`src/rtl/keypad_history_scanner.sv`:
```
// Scans an R x C keypad and debounces it, emitting one code per press.
// Keeps a shift history of recent codes and multiplexes it onto a digit bus.
module keypad_history_scanner #(
   parameter int NUM_ROWS        = 4,
   parameter int NUM_COLS        = 4,
   parameter int KEY_W           = 4,
   parameter int SCAN_DIV        = 100000,
   parameter int DEBOUNCE_CYCLES = 240000,
   parameter int HISTORY_DEPTH   = 2,
   parameter int DIGIT_DIV       = 50000
) (
   input  logic                             clk,
   input  logic                             reset,
   input  logic [NUM_COLS-1:0]              cols,
   output logic [NUM_ROWS-1:0]              rows,
   output logic                             key_valid,
   output logic [KEY_W-1:0]                 key_code,
   output logic [HISTORY_DEPTH*KEY_W-1:0]   history,
   output logic [HISTORY_DEPTH-1:0]         digit_en,
   output logic [KEY_W-1:0]                 digit_value
);

   localparam int RowW  = (NUM_ROWS > 1) ? $clog2(NUM_ROWS) : 1;
   localparam int ColW  = (NUM_COLS > 1) ? $clog2(NUM_COLS) : 1;
   localparam int ScanW = (SCAN_DIV > 1) ? $clog2(SCAN_DIV) : 1;
   localparam int DbW   = $clog2(DEBOUNCE_CYCLES + 1);
   localparam int DigW  = (DIGIT_DIV > 1) ? $clog2(DIGIT_DIV) : 1;
   localparam int HistW = HISTORY_DEPTH * KEY_W;

   typedef enum logic [1:0] {StScan, StPressDb, StHeld, StReleaseDb} state_e;

   state_e              state_q, state_d;
   logic [NUM_COLS-1:0] cols_meta_q, cols_sync_q;
   logic [RowW-1:0]     row_idx_q, row_idx_d;
   logic [ColW-1:0]     col_idx_q, col_idx_d;
   logic [ScanW-1:0]    scan_cnt_q, scan_cnt_d;
   logic [DbW-1:0]      db_cnt_q, db_cnt_d;
   logic                key_valid_q, key_valid_d;
   logic [KEY_W-1:0]    key_code_q, key_code_d;
   logic [HistW-1:0]    history_q, history_d;
   logic [DigW-1:0]     dig_cnt_q, dig_cnt_d;
   logic [HISTORY_DEPTH-1:0] digit_en_q, digit_en_d;

   logic            scan_tick, any_low, col_low, db_done, dig_wrap;
   logic [ColW-1:0] low_col;
   logic [RowW-1:0] row_next;
   logic [DbW-1:0]  db_inc;
   logic [KEY_W-1:0] new_code;

   always_comb begin
      scan_tick = (state_q == StScan) && (scan_cnt_q == ScanW'(SCAN_DIV - 1));
      any_low   = ~&cols_sync_q;
      col_low   = ~cols_sync_q[col_idx_q];
      db_inc    = db_cnt_q + DbW'(1);
      db_done   = (db_inc == DbW'(DEBOUNCE_CYCLES));
      row_next  = (row_idx_q == RowW'(NUM_ROWS - 1)) ? '0 : row_idx_q + RowW'(1);
      new_code  = KEY_W'(int'(row_idx_q) * NUM_COLS + int'(col_idx_q));
      // Descending scan so the lowest-index low column wins.
      low_col   = '0;
      for (int i = NUM_COLS - 1; i >= 0; i--) begin
         if (!cols_sync_q[i]) low_col = ColW'(i);
      end
   end

   always_comb begin
      state_d     = state_q;
      row_idx_d   = row_idx_q;
      col_idx_d   = col_idx_q;
      scan_cnt_d  = '0;
      db_cnt_d    = db_cnt_q;
      key_valid_d = 1'b0;
      key_code_d  = key_code_q;
      history_d   = history_q;
      unique case (state_q)
         StScan: begin
            db_cnt_d   = '0;
            scan_cnt_d = scan_tick ? '0 : scan_cnt_q + ScanW'(1);
            if (scan_tick) begin
               if (any_low) begin
                  col_idx_d = low_col;
                  state_d   = StPressDb;
               end else begin
                  row_idx_d = row_next;
               end
            end
         end
         StPressDb: begin
            if (!col_low) begin
               db_cnt_d = '0;
               state_d  = StScan;
            end else if (db_done) begin
               db_cnt_d    = '0;
               state_d     = StHeld;
               key_valid_d = 1'b1;
               key_code_d  = new_code;
               history_d   = (history_q << KEY_W) | HistW'(new_code);
            end else begin
               db_cnt_d = db_inc;
            end
         end
         StHeld: begin
            if (!col_low) begin
               db_cnt_d = '0;
               state_d  = StReleaseDb;
            end
         end
         StReleaseDb: begin
            if (col_low) begin
               db_cnt_d = '0;
               state_d  = StHeld;
            end else if (db_done) begin
               db_cnt_d  = '0;
               state_d   = StScan;
               row_idx_d = row_next;
            end else begin
               db_cnt_d = db_inc;
            end
         end
         default: state_d = StScan;
      endcase
   end

   always_comb begin
      dig_wrap   = (dig_cnt_q == DigW'(DIGIT_DIV - 1));
      dig_cnt_d  = dig_wrap ? '0 : dig_cnt_q + DigW'(1);
      digit_en_d = dig_wrap ? ((digit_en_q << 1) | (digit_en_q >> (HISTORY_DEPTH - 1)))
                            : digit_en_q;
      digit_value = '0;
      for (int k = 0; k < HISTORY_DEPTH; k++) begin
         if (digit_en_q[k]) digit_value = digit_value | history_q[k*KEY_W +: KEY_W];
      end
   end

   always_ff @(posedge clk or negedge reset) begin
      if (!reset) begin
         state_q     <= StScan;
         cols_meta_q <= '1;
         cols_sync_q <= '1;
         row_idx_q   <= '0;
         col_idx_q   <= '0;
         scan_cnt_q  <= '0;
         db_cnt_q    <= '0;
         key_valid_q <= 1'b0;
         key_code_q  <= '0;
         history_q   <= '0;
         dig_cnt_q   <= '0;
         digit_en_q  <= HISTORY_DEPTH'(1);
      end else begin
         state_q     <= state_d;
         cols_meta_q <= cols;
         cols_sync_q <= cols_meta_q;
         row_idx_q   <= row_idx_d;
         col_idx_q   <= col_idx_d;
         scan_cnt_q  <= scan_cnt_d;
         db_cnt_q    <= db_cnt_d;
         key_valid_q <= key_valid_d;
         key_code_q  <= key_code_d;
         history_q   <= history_d;
         dig_cnt_q   <= dig_cnt_d;
         digit_en_q  <= digit_en_d;
      end
   end

   assign rows      = ~(NUM_ROWS'(1) << row_idx_q);
   assign key_valid = key_valid_q;
   assign key_code  = key_code_q;
   assign history   = history_q;
   assign digit_en  = digit_en_q;

endmodule
```
`config.mk`:
```
export PLATFORM = sky130hd
export DESIGN_NAME = keypad_history_scanner
export DESIGN_NICKNAME = d
export VERILOG_FILES = /design/src/rtl/keypad_history_scanner.sv
export SDC_FILE = /design/constraint.sdc
export NUM_CORES = 1
export LEC_CHECK = 0
export BUFFER_PORTS_ARGS = -buffer_cell sky130_fd_sc_hd__buf_2
export CAP_MARGIN = 20
export CORE_ASPECT_RATIO = 1.1
export CORE_UTILIZATION = 60
export CTS_CLUSTER_DIAMETER = 80
export DETAILED_ROUTE_END_ITERATION = 16
export PLACE_DENSITY = 0.8
export SLEW_MARGIN = 10
export SYNTH_ARGS = -nofsm -noshare
export SYNTH_HDL_FRONTEND = slang
export SYNTH_SLANG_ARGS = --single-unit
```
`constraint.sdc`:
```
create_clock -name clk -period 3.6 [get_ports clk]
set_input_delay 0.9 -clock clk [delete_from_list [all_inputs] [get_ports clk]]
set_output_delay 0.9 -clock clk [all_outputs]
set_load 0.02 [all_outputs]
```
=== Yosys cells after proc, flatten, opt, wreduce, memory -nomap -nowiden ===
Cells that the tools add are included.

* Register bits: 80
* Latch bits: 0
* RAM bits: 0
* Bits in read-only memories: 0
* Output and inout bits: 23
* Word-level logic and storage cells: 81
* Memories kept: 0

* Add/sub/neg operators: 5
* $mul: 0
* Div/mod/pow operators: 0
* Magnitude comparators: 1
* Equal/unequal tests: 15
* Shift operators: 1
* Mux-type cells: 33
* Bitwise logic cells: 6
* Reduce and logical (&&, ||, !) cells: 8

{| class="wikitable"
|+ Operators with widths
! cell !! number
|-
| two-way mux 18 bit || 4
|-
| one-hot mux 18 bit (4 select lines) || 1
|-
| two-way mux 17 bit || 2
|-
| two-way mux 2 bit || 16
|-
| adder 18 x 1 -> 18 bit, second input constant || 1
|-
| == test 18 bit, second input constant || 1
|-
| adder 17 x 1 -> 17 bit, second input constant || 1
|-
| == test 17 bit, second input constant || 1
|-
| adder 16 x 1 -> 16 bit, second input constant || 1
|-
| == test 16 bit, second input constant || 1
|-
| two-way mux 16 bit || 1
|-
| != test 2 bit, second input constant || 5
|-
| AND reduction 5 bit || 2
|-
| two-way mux 4 bit || 2
|-
| OR 8 x 4 -> 8 bit || 1
|-
| one-hot mux 2 bit (4 select lines) || 1
|-
| == test 2 bit, second input constant || 3
|-
| != test 3 bit, second input constant || 2
|-
| AND reduction 3 bit || 2
|-
| adder 4 x 2 -> 4 bit || 1
|-
| two-way mux 1 bit || 4
|-
| inverter 4 bit || 1
|-
| OR 4 bit || 1
|-
| one-hot mux 2 bit (2 select lines) || 1
|-
| 12 further kinds || 13
|}

=== Depth between registers and ports, before layout ===
Gate-level depths: netlist of the first run.

* Depth after elaboration: 5
* Depth in mapped cells: 9
* Depth with buffers taken out: 8

=== Worst setup path before layout of the first run ===
OpenSTA, ideal clock, no wires.

* Path type: register to register
* Start: register db_cnt_q[0]
* End: register history_q[3] (netlist: history[3])
* Setup time: 125 ps
* Data arrival time: 2708 ps
* Required time: 3475 ps
* Path slack: 767 ps
* Stages on the path, launching flop included: 10
* Path buffers: 1
* Cells stage by stage: dfrtp_1 > ha_1 > nand4_1 > nor4_1 > mux2i_1 > and3_4 > nand2_4 > or4_4 > buf_6 > mux2_4

* Cells in the longest elaborated chain, start to end: 3

{| class="wikitable"
|+ RTL lines
! element !! RTL line !! RTL
|-
| start: declaration || 37 || <nowiki>logic [DbW-1:0] db_cnt_q, db_cnt_d;</nowiki>
|-
| start signal: assignment || 155 || <nowiki>db_cnt_q <= db_cnt_d;</nowiki>
|-
| adder 18 x 1 -> 18 bit || 54 || <nowiki>db_inc = db_cnt_q + DbW'(1);</nowiki>
|-
| == test 18 bit || 55 || <nowiki>db_done = (db_inc == DbW'(DEBOUNCE_CYCLES));</nowiki>
|-
| AND reduction 3 bit (no source line) || - ||
|-
| end signal: assignment || 158 || <nowiki>history_q <= history_d;</nowiki>
|-
| end: declaration || 40 || <nowiki>logic [HistW-1:0] history_q, history_d;</nowiki>
|}

Every way passes these cells.
A chain may end at the register's enable or synchronous reset.

=== Worst setup path after layout of the first run ===
Same ends and word-level chain as after synthesis.

==> impl_metrics.yaml, run 1 <==
critical_path:
  r2r-start: "db_cnt_q[0]$_DFFE_PN0P_"
  end_kind: "flip-flop"
  cp_slowest_stage_delay_ns: 0.54
  rr_worst_depth: 8
  startpoint_type: "flip-flop"
  rrSetupSlack_ns: 0.47
  critical_path.slowest_cell: "nor4_1"
  worstSetupStartpoint: "db_cnt_q[0]$_DFFE_PN0P_"
  worst-path-max-fanout: 8
  cp_cell_sequence: "ha_1, nand4_1, nor4_1, mux2i_1, and3_4, nand2_4, or4_4, mux2_4"
  required_ns: 3.85
  r2r_end: "history[3]$_DFFE_PN0P_"
  cp.arrival_ns: 3.38
  worstSetupPathType: "reg2reg"
min_path:
  hold_start: "cols_meta_q[3]$_DFF_PN1_"
  hp-class: "reg2reg"
  hold_depth: 0
  holdPathEnd: "cols_sync_q[3]$_DFF_PN1_"
global_routing:
  antenna_found_initial: 0
  grt_pass1_vias: 2971
  grt_max_degree: 77
  globalRouteTotalUtil: 0.2540
  overflow: 0
  grt_pass1_wl_um: 13410
final_layout:
  area.sequential_um2: 1913
  diodes: 0
  final_area_um2: 4327
  syn_to_final_growth_pct: 9.430
  final_nets: 439
  multi_input_area_um2: 1872
  fillers: 466
  drive_above_1_share: 0.1879
place:
  gp_congestion: 0.9680
  portBuffers: 28
  post-place-ws_ns: 0.5418
  detailed_place_hpwl_um: 5533
  placed_cell_area_um2: 4118
power:
  sequentialPowerShare: 0.551
  leakage_uw: 0.002013
  combinationalPowerShare: 0.014
  sw_frac_of_total: 0.2476
  p_int_uw: 1178
  p_clk_frac: 0.434
  p_sw_uw: 387.9
  p_per_area_nw_per_um2: 362.0
  vdd_drop_max_mv: 0.3485
sta:
  hold_violations: 0
  setup_slack_ns: 0.4663
  drv_slew: 0
  tightest_slew_ns: 0.9140
  final.min_clock_period_ns: 3.134
  fin_skew_ns: 0.01171
  rsz0062_at_grt: "no"
  max_freq_ghz: 0.3191
  setup_tns_ns: 0
  max-slew-margin-rel: 0.3907
  finalSetupViolCount: 0
  post-route-period-util: 0.8705
routing:
  drtAntennaViolNets: 0
  dr.pass1.iters: 4
  drc_errors: 0
  wirelength_um: 7955
  vias_per_cell: 5.843
  vias: 2986
  routedWlPerCell_um: 15.57
  drt_iter0_markers: 192
synthesis:
  ys.flop_type: "dfrtp_1"
  async_reset_ff_frac: 1.000
  synth_area_um2: 3954
  syn_inst: 404
  synth-seq-area-share: 0.4839
  synth_edf_count: 0
  ys_types: 54
  syn_area_per_cell_um2: 9.787
  yosys_warnings: 0
  ys_ff_latch: 76
  syn-num-nets: 417
floorplan:
  dieArea_um2: 6919
  core_area_um2: 6269
  row_count: 30
  die_x_um: 79.40
  fp.dieH_um: 87.14
  io_pins: 29
  start_util: 0.6307
clock_tree:
  post_cts_buffers: 0
  h-tree-depth: 3
  cts_buffer_depth: 2
  clockRootBuffer: "clkbuf_8"
  hold_buffers: 0
  cts_buffers: 9
  clock_sinks: 76
  cts_tree: "done"
  worstSkewPairLatency_ns: 0.36
  clk_pin_slew_worst_paths_ns: 0.10
  cts.repair.resized: 0
job:
  drv_cap: 0
status:
  status: "completed"
[Yosys cell counts (2+ instances only)]
cell type / count / area, um2
xnor2_1: 13 / 113.9
a22o_1: 5 / 43.79
buf_4: 4 / 30.03
nand3_1: 37 / 185.2
inv_1: 18 / 67.56
nor3_1: 13 / 65.06
or2_2: 2 / 12.51
buf_2: 2 / 10.01
a21oi_1: 10 / 50.05
mux2i_1: 4 / 40.04
or3_1: 10 / 62.56
or4_4: 2 / 22.52
nor2_1: 42 / 157.7
ha_1: 7 / 87.58
xor2_1: 19 / 166.4
and4_1: 2 / 17.52
nand2b_1: 3 / 18.77
clkbuf_1: 11 / 41.29
dfstp_2: 9 / 236.5
o31ai_1: 2 / 15.01
and3_1: 13 / 81.33
nand2_1: 37 / 138.9
mux2_4: 8 / 120.1
nor2b_1: 3 / 18.77
and2_1: 3 / 18.77
nand4_1: 8 / 50.05
dfrtp_1: 67 / 1677
o21ai_0: 12 / 60.06
nor4_1: 5 / 31.28
a31oi_1: 4 / 25.02
mux2_2: 4 / 45.04
a221o_1: 3 / 30.03
[routing by layer]
| layer | share of wire | vias to the layer above | track usage | routed length, um |
|---|---|---|---|---|
| met1 | 0.44 | 1457 | 0.3188 | 3490 |
| met5 | 0 | - | 0 | 0 |
| li1 | - | 1453 | - | - |
| met4 | 0.014 | 0 | 0.1306 | 111 |
| met2 | 0.51 | 64 | 0.4248 | 4088 |
| met3 | 0.033 | 12 | 0.04084 | 264 |
[cells by family after synthesis]
logic type               after synthesis  share of synthesized area
AND/OR/NAND/NOR                      191                     0.2503
flip-flops                            76                     0.4839
AO/OA/AOI/OAI                         43                    0.07247
buffers and inverters                 38                    0.04272
XOR/XNOR                              32                    0.07089
multiplexers                          17                    0.05760
adder cells (fa/ha/maj)                7                    0.02215
[flip-flops by register name, indices dropped and copies added (netlist names), 2 cells and up, named ones only]
signal       count
cols_sync_q      4
cols_meta_q      4
key_code         3
col_idx_q        2
dig_cnt_q       16
row_idx_q        2
history          5
scan_cnt_q      17
digit_en         2
db_cnt_q        18
[power by group through the flow]
stage | Sequential, uW | Combinational, uW | Clock (uW)
finish | 864 | 22.5 | 680
global route | 864 | 27.4 | 728
CTS | 864 | 23.9 | 687
detailed placement | 880 | 23.9 | 0
global placement | 880 | 23.3 | 0
floorplan | 880 | 3.61 | 0
[worst max path at each step]
stage          cells after the start                       to  slack, ns
2_1_floorplan                      9   history[3]$_DFFE_PN0P_       0.77
3_3_place_gp                       8  key_code[2]$_DFFE_PN0P_       0.65
3_5_place_dp                       8   history[3]$_DFFE_PN0P_       0.54
4_1_cts                            8   history[3]$_DFFE_PN0P_       0.48
5_1_grt                            8   history[3]$_DFFE_PN0P_       0.28
6_report                           8   history[3]$_DFFE_PN0P_       0.47
[cell usage in the layout (no fill, tap or decap), drive strengths merged, types with 2 or more instances in the layout]
master	netlist	routed
or4	3	3
buf	8	31
mux2	12	12
nand4	8	8
nand2b	3	3
a221o	3	3
nor2	42	42
o31ai	2	2
or2	2	2
and2	3	3
nor4	5	5
dfrtp	67	67
xor2	19	19
nand3	39	39
clkbuf	12	10
nor2b	3	3
nor3	14	14
ha	7	7
and3	14	14
a22o	5	5
a21oi	10	10
o21ai	12	12
and4	2	2
a31oi	4	4
dfstp	9	9
xnor2	13	13
nand2	39	39
mux2i	4	4
inv	18	23
or3	10	10
[worst max-delay path: cells and delay by family, from the launching register on]
kind,cells,cell delay (ns)
adders and majority gates,1,0.29
muxes,2,0.66
DFF,1,0.48
and+or+nand+nor,5,1.60
[final cells by class]
class,count,share of cell area
clock inverters,6,0.01388
flip-flops and latches,76,0.4422
inverters,18,0.01562
repair buffers,31,0.03817
multi-input cells,290,0.4326
well taps,80,0.02313
clock buffers,10,0.03441
[per-stage QoR]
| stage | std cells | util | hold slack (ns) | power (uW) |
|---|---|---|---|---|
| floorplan | 404 | - | 0.3452 | 883.2 |
| global placement | 495 | 0.6569 | 0.3453 | 903.1 |
| detailed placement | 495 | 0.6569 | 0.3469 | 904.1 |
| CTS | 511 | 0.6902 | 0.3609 | 1575 |
| global route | 511 | 0.6902 | 0.3643 | 1620 |
| finish | 511 | 0.6902 | 0.3599 | 1566 |
Power figures use the tool's default switching activity.
==> run 2, diff against run 1 <==
- RECOVER_POWER: default -> 50
==> run 2 against run 1 <==
Critical path type unchanged. Total power about the same. Die area did not move. Worst setup slack improved by 0.0015 ns. Global-route usage did not move. The run now ends with capacitance limit, slew limit left. Maximum frequency about the same. Cell count stayed put. Sequential share of layout area hardly changed.
==> impl_metrics.yaml, run 2 (synthesized netlist as in run 1, its figures left out) <==
routing:
  wirelength_um: 7947
  drtAntennaViolNets: 0
  vias_per_cell: 5.843
  routedWlPerCell_um: 15.55
  dr.pass1.iters: 4
  vias: 2986
  drc_errors: 0
  drt_iter0_markers: 192
clock_tree:
  cts.repair.resized: 0
  post_cts_buffers: 0
  worstSkewPairLatency_ns: 0.36
  cts_buffers: 9
  clock_sinks: 76
  clk_pin_slew_worst_paths_ns: 0.10
  cts_tree: "done"
  h-tree-depth: 3
  clockRootBuffer: "clkbuf_8"
  cts_buffer_depth: 2
  hold_buffers: 0
critical_path:
  required_ns: 3.84
  end_kind: "flip-flop"
  startpoint_type: "flip-flop"
  cp.arrival_ns: 3.38
  worstSetupPathType: "reg2reg"
  worst-path-max-fanout: 8
status:
  violations: "capacitance limit, slew limit"
  status: "complete, but fails checks"
place:
  gp_congestion: 0.9680
  post-place-ws_ns: 0.5418
  portBuffers: 28
  detailed_place_hpwl_um: 5533
final_layout:
  post-route-util: 0.6898
  largest_reg_flops: 18
  syn_to_final_growth_pct: 9.367
  top_register: "db_cnt_q"
  final_common_cell: "dfrtp_1"
  diodes: 0
  layout_common_cells: "dfrtp_1, nor2_1, nand3_1, nand2_1, buf_2"
  final_nets: 439
  largestRegisters: "db_cnt_q: 18 flops, scan_cnt_q: 17 flops, dig_cnt_q: 16 flops"
  drive_above_1_share: 0.1879
min_path:
  hp-class: "reg2reg"
floorplan:
  start_util: 0.6307
  io_pins: 29
  dieArea_um2: 6919
  die_x_um: 79.40
  fp.dieH_um: 87.14
  row_count: 30
  core_area_um2: 6269
power:
  p_sw_uw: 388.3
  combinationalPowerShare: 0.014
  leakage_uw: 0.002013
  p_clk_frac: 0.434
  p_per_area_nw_per_um2: 362.3
  sequentialPowerShare: 0.551
  p_int_uw: 1178
  sw_frac_of_total: 0.2479
  vdd_drop_max_mv: 0.3483
sta:
  rsz0062_at_grt: "no"
  setup_tns_ns: 0
  drv_slew: 77
  hold_ws_ns: 0.3599
  hold_violations: 0
  max-slew-margin-rel: -0.1980
  setup_slack_ns: 0.4678
  post-route-period-util: 0.8700
  final.min_clock_period_ns: 3.132
  finalSetupViolCount: 0
  max_freq_ghz: 0.3193
  fin_skew_ns: 0.01155
  tightest_slew_ns: 1.797
job:
  drv_cap: 1
global_routing:
  grt_pass1_vias: 2971
  antenna_found_initial: 0
  globalRouteTotalUtil: 0.2540
  overflow: 0
  grt_pass1_wl_um: 13410
  grt_max_degree: 77
-- run 2: power by group through the flow --
stage	logic [uW]	clock network [uW]	registers (uW)
after global routing	27.1	728	864
final	22.2	681	864
after floorplan	3.61	0	880
after CTS	23.9	687	864
after detailed placement	23.9	0	880
after global placement	23.3	0	880
-- run 2: area by class of cell --
cell class / instances / area, um2
Inverter: 18 / 67.56
Sequential cell: 76 / 1913
Timing Repair Buffer: 31 / 162.7
Multi-Input combinational cell: 290 / 1872
Fill cell: 467 / 1944
Tap cell: 80 / 100.1
Clock buffer: 10 / 148.9
Clock inverter: 6 / 60.06
-- run 2: worst paths after layout --
kind	cells after the start	endpoint	start	slack [ns]
worst max-delay path	8	history[3]$_DFFE_PN0P_	db_cnt_q[0]$_DFFE_PN0P_	0.47
worst min-delay path	0	cols_sync_q[3]$_DFF_PN1_	cols_meta_q[3]$_DFF_PN1_	0.36
worst max register to register	8	history[3]$_DFFE_PN0P_	db_cnt_q[0]$_DFFE_PN0P_	0.47
worst min register to register	0	cols_sync_q[3]$_DFF_PN1_	cols_meta_q[3]$_DFF_PN1_	0.36
max in group asynchronous	1	dig_cnt_q[13]$_DFF_PN0_	reset	1.51
min in group asynchronous	1	db_cnt_q[10]$_DFFE_PN0P_	reset	1.02
-- run 2: routing by layer --
| layer | global-route usage | up-vias | share of wire |
|---|---|---|---|
| li1 | - | 1455 | - |
| met1 | 0.3188 | 1459 | 0.44 |
| met2 | 0.4248 | 60 | 0.51 |
| met3 | 0.04084 | 12 | 0.032 |
| met4 | 0.1306 | 0 | 0.014 |
| met5 | 0 | - | 0 |
-- run 2: per-stage QoR --
step / cells / total power [uW] / cell area, um2
after floorplan: 404 / 883.2 / 3954
after global placement: 495 / 903.1 / 4118
after detailed placement: 495 / 904.1 / 4118
after CTS: 511 / 1575 / 4327
after global routing: 511 / 1619 / 4324
final: 511 / 1567 / 4324
-- run 2: worst max-delay path, cell delays in order (launching register included) --
cell and delay, ns:
dfrtp_1 0.48, ha_1 0.29, nand4_1 0.21, nor4_1 0.54, mux2i_1 0.32, and3_4 0.25
nand2_4 0.07, or4_4 0.53, mux2_4 0.34
